File: src/rtl/wb_conbus_pkg.sv
// Shared types and helpers for the wb_conbus_rr round-robin Wishbone interconnect.
package wb_conbus_pkg;

    localparam int WB_DAT_W = 32;
    localparam int WB_SEL_W = 4;

    typedef enum logic [1:0] {
        IDLE,
        BUSY,
        ERR
    } state_t;

    // Index of the set bit in a one-hot vector of up to 8 masters; 0 when empty.
    function automatic logic [2:0] onehot_to_idx(input logic [7:0] oh);
        logic [2:0] idx;
        idx = '0;
        for (int i = 0; i < 8; i++)
            if (oh[i]) idx = 3'(i);
        return idx;
    endfunction

endpackage

File: src/rtl/wb_rr_arbiter.sv
// Round-robin arbiter: registers a one-hot grant on load, clears it on advance and
// remembers the releasing master so the next search starts just past it.
module wb_rr_arbiter
    import wb_conbus_pkg::*;
#(
    parameter int NUM_MASTERS = 2
) (
    input  logic                   clk,
    input  logic                   reset,
    input  logic [NUM_MASTERS-1:0] req,
    input  logic                   load,
    input  logic                   advance,
    output logic [NUM_MASTERS-1:0] grant
);

    logic [2:0]             last_owner;
    logic [NUM_MASTERS-1:0] pick;

    // Walk from last_owner+N down to last_owner+1 so the nearest requester after last_owner wins.
    always_comb begin
        pick = '0;
        for (int i = NUM_MASTERS; i >= 1; i--)
            for (int j = 0; j < NUM_MASTERS; j++)
                if (req[j] && j == (int'(last_owner) + i) % NUM_MASTERS) begin
                    pick    = '0;
                    pick[j] = 1'b1;
                end
    end

    always_ff @(posedge clk or posedge reset) begin
        if (reset) begin
            grant      <= '0;
            last_owner <= 3'(NUM_MASTERS - 1);
        end else if (advance) begin
            grant      <= '0;
            last_owner <= onehot_to_idx(8'(grant));
        end else if (load) begin
            grant      <= pick;
        end
    end

endmodule

File: src/rtl/wb_conbus_rr.sv
// Parametrised Wishbone shared bus: round-robin master arbitration, prefix slave decode,
// unmapped-address error and an optional stalled-slave timeout (macro WB_CONBUS_TIMEOUT_EN).
module wb_conbus_rr
    import wb_conbus_pkg::*;
#(
    parameter int                              NUM_MASTERS    = 2,
    parameter int                              NUM_SLAVES     = 6,
    parameter int                              S_ADDR_W       = 4,
    parameter logic [NUM_SLAVES*S_ADDR_W-1:0] S_ADDR_MAP     = {4'h6, 4'h5, 4'h4, 4'h3, 4'h2, 4'h0},
    parameter int                              TIMEOUT_CYCLES = 255
) (
    input  logic                           clk,
    input  logic                           reset,
    input  logic [NUM_MASTERS*WB_DAT_W-1:0] m_adr_i,
    input  logic [NUM_MASTERS*WB_DAT_W-1:0] m_dat_i,
    input  logic [NUM_MASTERS*WB_SEL_W-1:0] m_sel_i,
    input  logic [NUM_MASTERS-1:0]          m_we_i,
    input  logic [NUM_MASTERS-1:0]          m_cyc_i,
    input  logic [NUM_MASTERS-1:0]          m_stb_i,
    output logic [WB_DAT_W-1:0]             m_dat_o,
    output logic [NUM_MASTERS-1:0]          m_ack_o,
    output logic [NUM_MASTERS-1:0]          m_err_o,
    output logic [WB_DAT_W-1:0]             s_adr_o,
    output logic [WB_DAT_W-1:0]             s_dat_o,
    output logic [WB_SEL_W-1:0]             s_sel_o,
    output logic                            s_we_o,
    output logic [NUM_SLAVES-1:0]           s_cyc_o,
    output logic [NUM_SLAVES-1:0]           s_stb_o,
    input  logic [NUM_SLAVES*WB_DAT_W-1:0]  s_dat_i,
    input  logic [NUM_SLAVES-1:0]           s_ack_i,
    output logic [NUM_MASTERS-1:0]          grant_o
);

    if (NUM_MASTERS < 1 || NUM_MASTERS > 8 || NUM_SLAVES < 1 || NUM_SLAVES > 16 ||
        TIMEOUT_CYCLES < 1) begin : g_bad_cfg
        $error("wb_conbus_rr: unsupported parameter set");
    end

    state_t                 state, state_nxt;
    logic [NUM_MASTERS-1:0] grant;
    logic                   arb_load, arb_adv;
    logic [2:0]             owner;
    logic                   owner_cyc, owner_stb;
    logic [NUM_SLAVES-1:0]  hit;
    logic                   hit_any, slave_ack, tmo_expire;

    wb_rr_arbiter #(.NUM_MASTERS(NUM_MASTERS)) u_arb (
        .clk     (clk),
        .reset   (reset),
        .req     (m_cyc_i),
        .load    (arb_load),
        .advance (arb_adv),
        .grant   (grant)
    );

    assign owner     = onehot_to_idx(8'(grant));
    assign owner_cyc = |(m_cyc_i & grant);
    assign owner_stb = |(m_stb_i & grant);
    assign s_we_o    = |(m_we_i & grant);
    assign s_adr_o   = m_adr_i[owner*WB_DAT_W +: WB_DAT_W];
    assign s_dat_o   = m_dat_i[owner*WB_DAT_W +: WB_DAT_W];
    assign s_sel_o   = m_sel_i[owner*WB_SEL_W +: WB_SEL_W];

    // Descending scan: an overlapping map resolves to the lowest slave index.
    always_comb begin
        hit = '0;
        for (int k = NUM_SLAVES - 1; k >= 0; k--)
            if (s_adr_o[WB_DAT_W-1 -: S_ADDR_W] == S_ADDR_MAP[k*S_ADDR_W +: S_ADDR_W]) begin
                hit    = '0;
                hit[k] = 1'b1;
            end
    end

    always_comb begin
        m_dat_o = '0;
        for (int k = 0; k < NUM_SLAVES; k++)
            if (hit[k]) m_dat_o = s_dat_i[k*WB_DAT_W +: WB_DAT_W];
    end

    assign hit_any   = |hit;
    assign slave_ack = |(s_ack_i & hit);
    assign s_cyc_o   = (state != IDLE && owner_cyc) ? hit : '0;
    assign s_stb_o   = (state == BUSY && owner_cyc && owner_stb) ? hit : '0;
    assign m_ack_o   = (state == BUSY && owner_cyc && owner_stb && slave_ack) ? grant : '0;
    assign m_err_o   = (state == ERR) ? grant : '0;
    assign grant_o   = grant;

`ifdef WB_CONBUS_TIMEOUT_EN
    localparam int TMO_W = $clog2(TIMEOUT_CYCLES + 1);
    logic [TMO_W-1:0] tmo_cnt;
    logic             stalled;

    assign stalled    = state == BUSY && owner_cyc && owner_stb && hit_any && !slave_ack;
    assign tmo_expire = stalled && tmo_cnt == TMO_W'(TIMEOUT_CYCLES - 1);

    // Leaving BUSY (grant change) or any non-stalled cycle restarts the count.
    always_ff @(posedge clk or posedge reset) begin
        if (reset)                       tmo_cnt <= '0;
        else if (stalled && !tmo_expire) tmo_cnt <= tmo_cnt + 1'b1;
        else                             tmo_cnt <= '0;
    end
`else
    assign tmo_expire = 1'b0;
`endif

    always_ff @(posedge clk or posedge reset) begin
        if (reset) state <= IDLE;
        else       state <= state_nxt;
    end

    always_comb begin
        state_nxt = state;
        arb_load  = 1'b0;
        arb_adv   = 1'b0;
        case (state)
            IDLE: if (|m_cyc_i) begin
                arb_load  = 1'b1;
                state_nxt = BUSY;
            end
            BUSY: if (!owner_cyc) begin
                arb_adv   = 1'b1;
                state_nxt = IDLE;
            end else if ((owner_stb && !hit_any) || tmo_expire) begin
                state_nxt = ERR;
            end
            ERR: if (owner_cyc) begin
                state_nxt = BUSY;
            end else begin
                arb_adv   = 1'b1;
                state_nxt = IDLE;
            end
            default: state_nxt = IDLE;
        endcase
    end

endmodule

File: config.mk
export PLATFORM = sky130hd
export DESIGN_NAME = wb_conbus_rr
export DESIGN_NICKNAME = d
export VERILOG_FILES = /design/src/rtl/wb_conbus_pkg.sv /design/src/rtl/wb_rr_arbiter.sv /design/src/rtl/wb_conbus_rr.sv
export SDC_FILE = /design/constraint.sdc
export NUM_CORES = 1
export LEC_CHECK = 0
export CAP_MARGIN = 20
export CORE_AREA = 2 2 178 180
export DETAILED_ROUTE_END_ITERATION = 8
export DIE_AREA = 0 0 180 182
export REMOVE_ABC_BUFFERS = 1
export SLEW_MARGIN = 20
export SYNTH_ARGS = -nofsm -noshare
export SYNTH_HDL_FRONTEND = slang
export SYNTH_SLANG_ARGS = --single-unit
File: constraint.sdc
create_clock -name clk -period 3.35 [get_ports clk]
set_input_delay 0.67 -clock clk [delete_from_list [all_inputs] [get_ports clk]]
set_output_delay 0.67 -clock clk [all_outputs]
set_load 0.005 [all_outputs]
**Word-level counts from Yosys, hierarchy flattened**

Index checks and enable logic that the tools add are counted.
Widths: inputs -> output; s select.

- Register bits after elaboration: 5
- Input port bits: 342
- Output and inout port bits: 119
- Logic and storage cells: 81

- Add/subtract/negate cells: 2
- Equality and inequality tests: 11
- Shifts and indexed selects: 3
- Muxes and demuxes: 32
- Bitwise gates (word level): 6
- Reduce and logical (&&, ||, !) cells: 24

Operators with widths:

| kind | count |
|---|---|
| $mux 32 | 6 |
| $shiftx 64x7->32 | 2 |
| $logic_not 32->1 | 2 |
| $mux 6 | 8 |
| $mux 2 | 10 |
| $eq 4x3->1 const B | 3 |
| $reduce_or 6->1 | 2 |
| $reduce_or 2->1 | 5 |
| $logic_and 1x1->1 | 9 |
| $eq 4x2->1 const B | 2 |
| $shiftx 8x4->4 | 1 |
| $mux 1 | 7 |
| $and 2x2->2 | 3 |
| $and 6x6->6 | 1 |
| $pmux 2 s3 | 1 |
| $eq 2x2->1 const A | 2 |
| $logic_not 4->1 | 1 |
| $reduce_bool 2->1 | 2 |
| $ne 3x2->1 const B | 1 |
| $add 1x1->1 const B | 2 |
| $and 1x1->1 const A | 2 |
| $eq 2x1->1 const B | 1 |
| $eq 2x2->1 const B | 1 |
| $logic_not 2->1 | 1 |
| other kinds (3) | 3 |

**Depth between registers and ports, before layout**

Gate-level depths: netlist (run 1).

- Depth after elaboration: 15
- Gate-level depth with buffers: 8
- Mapped depth without buffers: 6

**Hierarchy**

A second synthesis (run 1) with hierarchy kept.

- Cells, all modules: 400
- Area total of the unflattened synthesis: 3565.9 µm²

By module, submodules not included:

| module | instances | cells each | area each (µm²) | seq. area each (µm²) |
|---|---|---|---|---|
| wb_conbus_rr | 1 | 387 | 3424.5 | 50.0 |
| wb_rr_arbiter | 1 | 13 | 141.4 | 76.3 |

**Worst setup path before layout (run 1)**

No wires, ideal clock.

- Path kind: input to output
- Start: in m_adr_i[28]
- End: out m_dat_o[10]
- Arrival: 1772 ps
- Data required time: 2680 ps
- Setup slack: 908 ps
- Stages: 6
- Buffers on the path: 2
- Path through: mux2i_4 buf_6 buf_2 a21oi_1 or3_1 a22oi_1

- Word-level cells in the longest chain between the ends: 13
- Elaborated cells between the ends (all ways): 19
- Those cells by class: 5 x eq/ne; 1 x shift; 12 x mux; 1 x reduce/logical

RTL lines:

| what | line | source |
|---|---|---|
| start, declared | wb_conbus_rr.sv:14 | `input logic [NUM_MASTERS*WB_DAT_W-1:0] m_adr_i,` |
| $shiftx 64x7->32 (*) | wb_conbus_rr.sv:60 | `assign s_adr_o = m_adr_i[owner*WB_DAT_W +: WB_DAT_W];` |
| $eq 4x3->1 | wb_conbus_rr.sv:68 | `if (s_adr_o[WB_DAT_W-1 -: S_ADDR_W] == S_ADDR_MAP[k*S_ADDR_W +: S_ADDR_W]) begin` |
| $mux 6 (4 in a row) | wb_conbus_rr.sv:68 |  |
| $mux 6 (*) | wb_conbus_rr.sv:68 |  |
| $mux 32 (5 in a row) | wb_conbus_rr.sv:77 | `if (hit[k]) m_dat_o = s_dat_i[k*WB_DAT_W +: WB_DAT_W];` |
| $mux 32 (*) | wb_conbus_rr.sv:77 |  |
| end, declared | wb_conbus_rr.sv:20 | `output logic [WB_DAT_W-1:0] m_dat_o,` |

Every way passes the cells marked *; elsewhere a longest branch is shown, timed or not.

**Final worst setup path (run 1)**

- Start: in m_adr_i[31]
- End: out m_dat_o[19]

Same word-level chain as after synthesis.

==> results of run 1 <==
==> synthesized netlist by cell type, drive strengths merged (2+ instances only) <==
| cell type | instances |
|---|---|
| o21ai | 2 |
| or3 | 32 |
| inv | 9 |
| nand2b | 3 |
| mux2i | 35 |
| nor3b | 2 |
| nor2 | 42 |
| dfrtp | 4 |
| nor3 | 9 |
| nand2 | 15 |
| clkbuf | 18 |
| a22o | 3 |
| and2 | 2 |
| mux2 | 66 |
| buf | 24 |
| a2bb2oi | 32 |
| a22oi | 33 |
| o22ai | 35 |
| a21oi | 44 |
| ha | 4 |
==> final cells by class <==
type,instances,area (um^2),share of cell area
repair buffers,515,5120,0.584
well taps,402,503,0.0574
clock buffers,4,78.8,0.00900
inverters,9,33.8,0.00386
flip-flops and latches,5,130,0.0149
multi-input cells,369,2890,0.330
==> what timing repair did <==
item / in CTS / in global routing
pin swaps: 2 / 1
buffers inserted: 2 / 3
hold buffers: 0 / 0
endpoints found under the setup margin: 40 / 16
gates cloned: 2 / 0
hold endpoints to repair: 0 / 0
resized for setup: 103 / 11
==> final timing paths <==
check	cells past startpoint	slack (ps)	end
min reg2reg	1	600	state[0]$_DFFE_PP0P_
max reg2reg	5	1430	state[0]$_DFFE_PP0P_
max	8	70	m_dat_o[19]
max in group asynchronous	2	2450	u_arb.last_owner[0]$_DFFE_PP1P_
min in group asynchronous	2	660	state[1]$_DFFE_PP0P_
min	1	600	state[0]$_DFFE_PP0P_
==> power by group through the flow <==
| stage | Clock, W | Sequential (W) | Combinational, W |
|---|---|---|---|
| 6_report | 0.000196 | 0.000138 | 0.00277 |
| 5_1_grt | 0.000202 | 0.000143 | 0.00295 |
| 4_1_cts | 0.000196 | 0.000136 | 0.00279 |
| 3_5_place_dp | 0 | 0.000136 | 0.00278 |
| 3_3_place_gp | 0 | 0.000134 | 0.00276 |
| 2_1_floorplan | 0 | 0.000189 | 0.00103 |
==> worst max-delay path, cell delays in order <==
cell and delay (ps):
clkdlybuf4s50_1 420, buf_4 170, o22a_2 210, buf_4 160, bufbuf_16 290, or3_4 390, a22oi_2 130, buf_2 140
==> sequential cells by signal, indices dropped and copies added (netlist names) <==
signal	count
state	2
u_arb.last_owner	1
u_arb.grant	2
==> layout by cell type, fill, tap and decap left out, types with 3 or more instances in the layout <==
cell | synthesis | layout
buf_12 | 0 | 12
nor2_1 | 42 | 42
ha_1 | 4 | 4
buf_2 | 15 | 15
buf_4 | 4 | 41
clkbuf_16 | 0 | 3
inv_1 | 8 | 8
a21oi_1 | 44 | 43
dlygate4sd2_1 | 0 | 26
mux2i_1 | 33 | 33
clkdlybuf4s50_1 | 0 | 415
mux2_2 | 66 | 66
o22ai_1 | 35 | 33
a22oi_1 | 33 | 27
or3_1 | 32 | 31
nand2_1 | 13 | 12
a22o_1 | 3 | 3
nor3_2 | 1 | 3
nor3_1 | 8 | 5
a22oi_2 | 0 | 6
dfrtp_1 | 4 | 3
a2bb2oi_1 | 32 | 31
==> logic make-up (layout without fill, tap and decap cells) <==
family                   Yosys count  in the layout
adder cells (fa/ha/maj)            4              4
multiplexers                     101            101
AO/OA/AOI/OAI                    154            154
flip-flops                         5              5
buffers and inverters             51            528
XOR/XNOR                           2              2
AND/OR/NAND/NOR                  108            108
==> metal layers <==
metal  vias up  wire length, um  share of wire  track usage
met1      2603            10900           0.41        0.179
li1       2606                -              -            -
met5         -                0              0            0
met3         6             1530          0.058       0.0241
met2       293            14200           0.53        0.295
met4         0               99         0.0037      0.00715
==> per-stage QoR <==
step / setup slack [ps] / TNS (ps) / cells
final: 74.1 / 0 / 1304
after global routing: -9.29 / -9.29 / 1304
after CTS: 8.68 / 0 / 1301
after detailed placement: -327 / -8940 / 1293
after global placement: -336 / -7750 / 1293
after floorplan: -1690 / -71820 / 383
==> impl_metrics.yaml, run 1 <==
job:
  cap_violations: 0
place:
  placed_area_um2: 8570
  gp_congestion: 0.873
  port_buffers: 460
  dpl.hpwl_mm: 22.0
yosys:
  yosys-mux-area-fraction: 0.357
  synth_top_cell_by_area: "mux2_2"
  synthCells: 425
  synth_edf_count: 0
  yosys-top-cells-area: "mux2_2 (24%), mux2i_1 (11%), a2bb2oi_1 (8.9%), a22oi_1 (7.9%), a21oi_1 (7.0%)"
  async_flop_share: 1.00
  yosysSeqAreaShare: 0.0403
  synth_top_area_frac: 0.237
  synthFlopType: "dfrtp_1"
  yosys.area_share.simple: 0.171
  synth_top_family_by_area: "multiplexers"
  ys_ff_latch: 5
  synth.avg_cell_area_um2: 7.37
  synth_cell_types: 38
  synth_xor_xnor_area_share: 0.00559
  synth_compound_area_frac: 0.333
  yosysWarnings: 0
  synth_fa_ha_area_frac: 0.0160
  netlist_area_um2: 3130
global_route:
  grt_pass1_vias: 5826
  antenna_found_initial: 1
  grtUsageTotal: 0.150
  grt_first_pass_wirelength_mm: 37.9
  overflow: 0
  grt_max_degree: 57
route:
  vias_per_cell: 4.22
  drc: 0
  drtPass1Iterations: 6
  routed_wl_mm: 26.7
  vias: 5508
  routedWlPerCell_um: 20.5
  drt_iter0_drc: 156
  ant_nets: 0
floorplan:
  start_util: 0.101
  fp.dieH_um: 182
  fp.dieArea_um2: 32800
  pin_count: 461
  die_w_um: 180
  core_area_um2: 31000
  num_rows: 65
layout:
  fillCellCount: 3320
  num_antenna_cells: 0
  syn_to_final_growth_pct: 179
  nets: 1249
  finish.utilization: 0.283
  drive_gt1_frac: 0.190
  final_area_um2: 8760
power:
  switching_share: 0.407
  comb_power_share: 0.893
  fin_total_pwr_w: 0.00311
  clockPowerShare: 0.063
  power_density_nw_per_um2: 355
  p_leak_nw: 3.52
  p_int_w: 0.00184
  pwr-share-seq: 0.044
  p_switching_w: 0.00126
  max-vdd-ir-drop_mv: 0.211
timing:
  fmax_mhz: 305
  slew_violations: 0
  slew_headroom: 0.547
  fin_crit_sh: 0.978
  skew_ps: 0.583
  setup-violations-final: 0
  tightest_slew_ps: 680
  hold_violations: 0
  period_minus_slack_ps: 3280
  timing.hold.ws_ps: 595
  rsz0062_at_grt: "yes"
clock_tree:
  clock-root-buffer: "clkbuf_16"
  clockBufferDepth: 2
  clkSlewWorstSetupHoldPaths_ps: 30
  clock_latency_ps: 230
  ctsHtreeMaxLevel: 1
  cts_inserted_buffers: 3
  cts.sinks: 5
  cts_tree: "yes"
critical_path:
  reg2reg_from: "u_arb.grant[1]$_DFFE_PP0P_"
  crit_path_start: "m_adr_i[31]"
  worstSetupPathType: "input port to output port"
  worstPathRequired_ps: 2680
  crit_fanout: 17
  arrival_ps: 2610
  start_kind: "input port"
  endpoint_kind: "output port"
run_status:
  status: "complete, no violations"
worst_hold_path:
  hp-class: "flop to flop"
  hold_start: "state[0]$_DFFE_PP0P_"
Note: power is estimated with default switching activity, not from simulation.
==> inputs of run 2 (changes only) <==
Settings changed: ABC_CLOCK_PERIOD_IN_PS set to 3350.
==> results of run 2 <==
Final layout, timing and power as in run 1 (identical DEF).
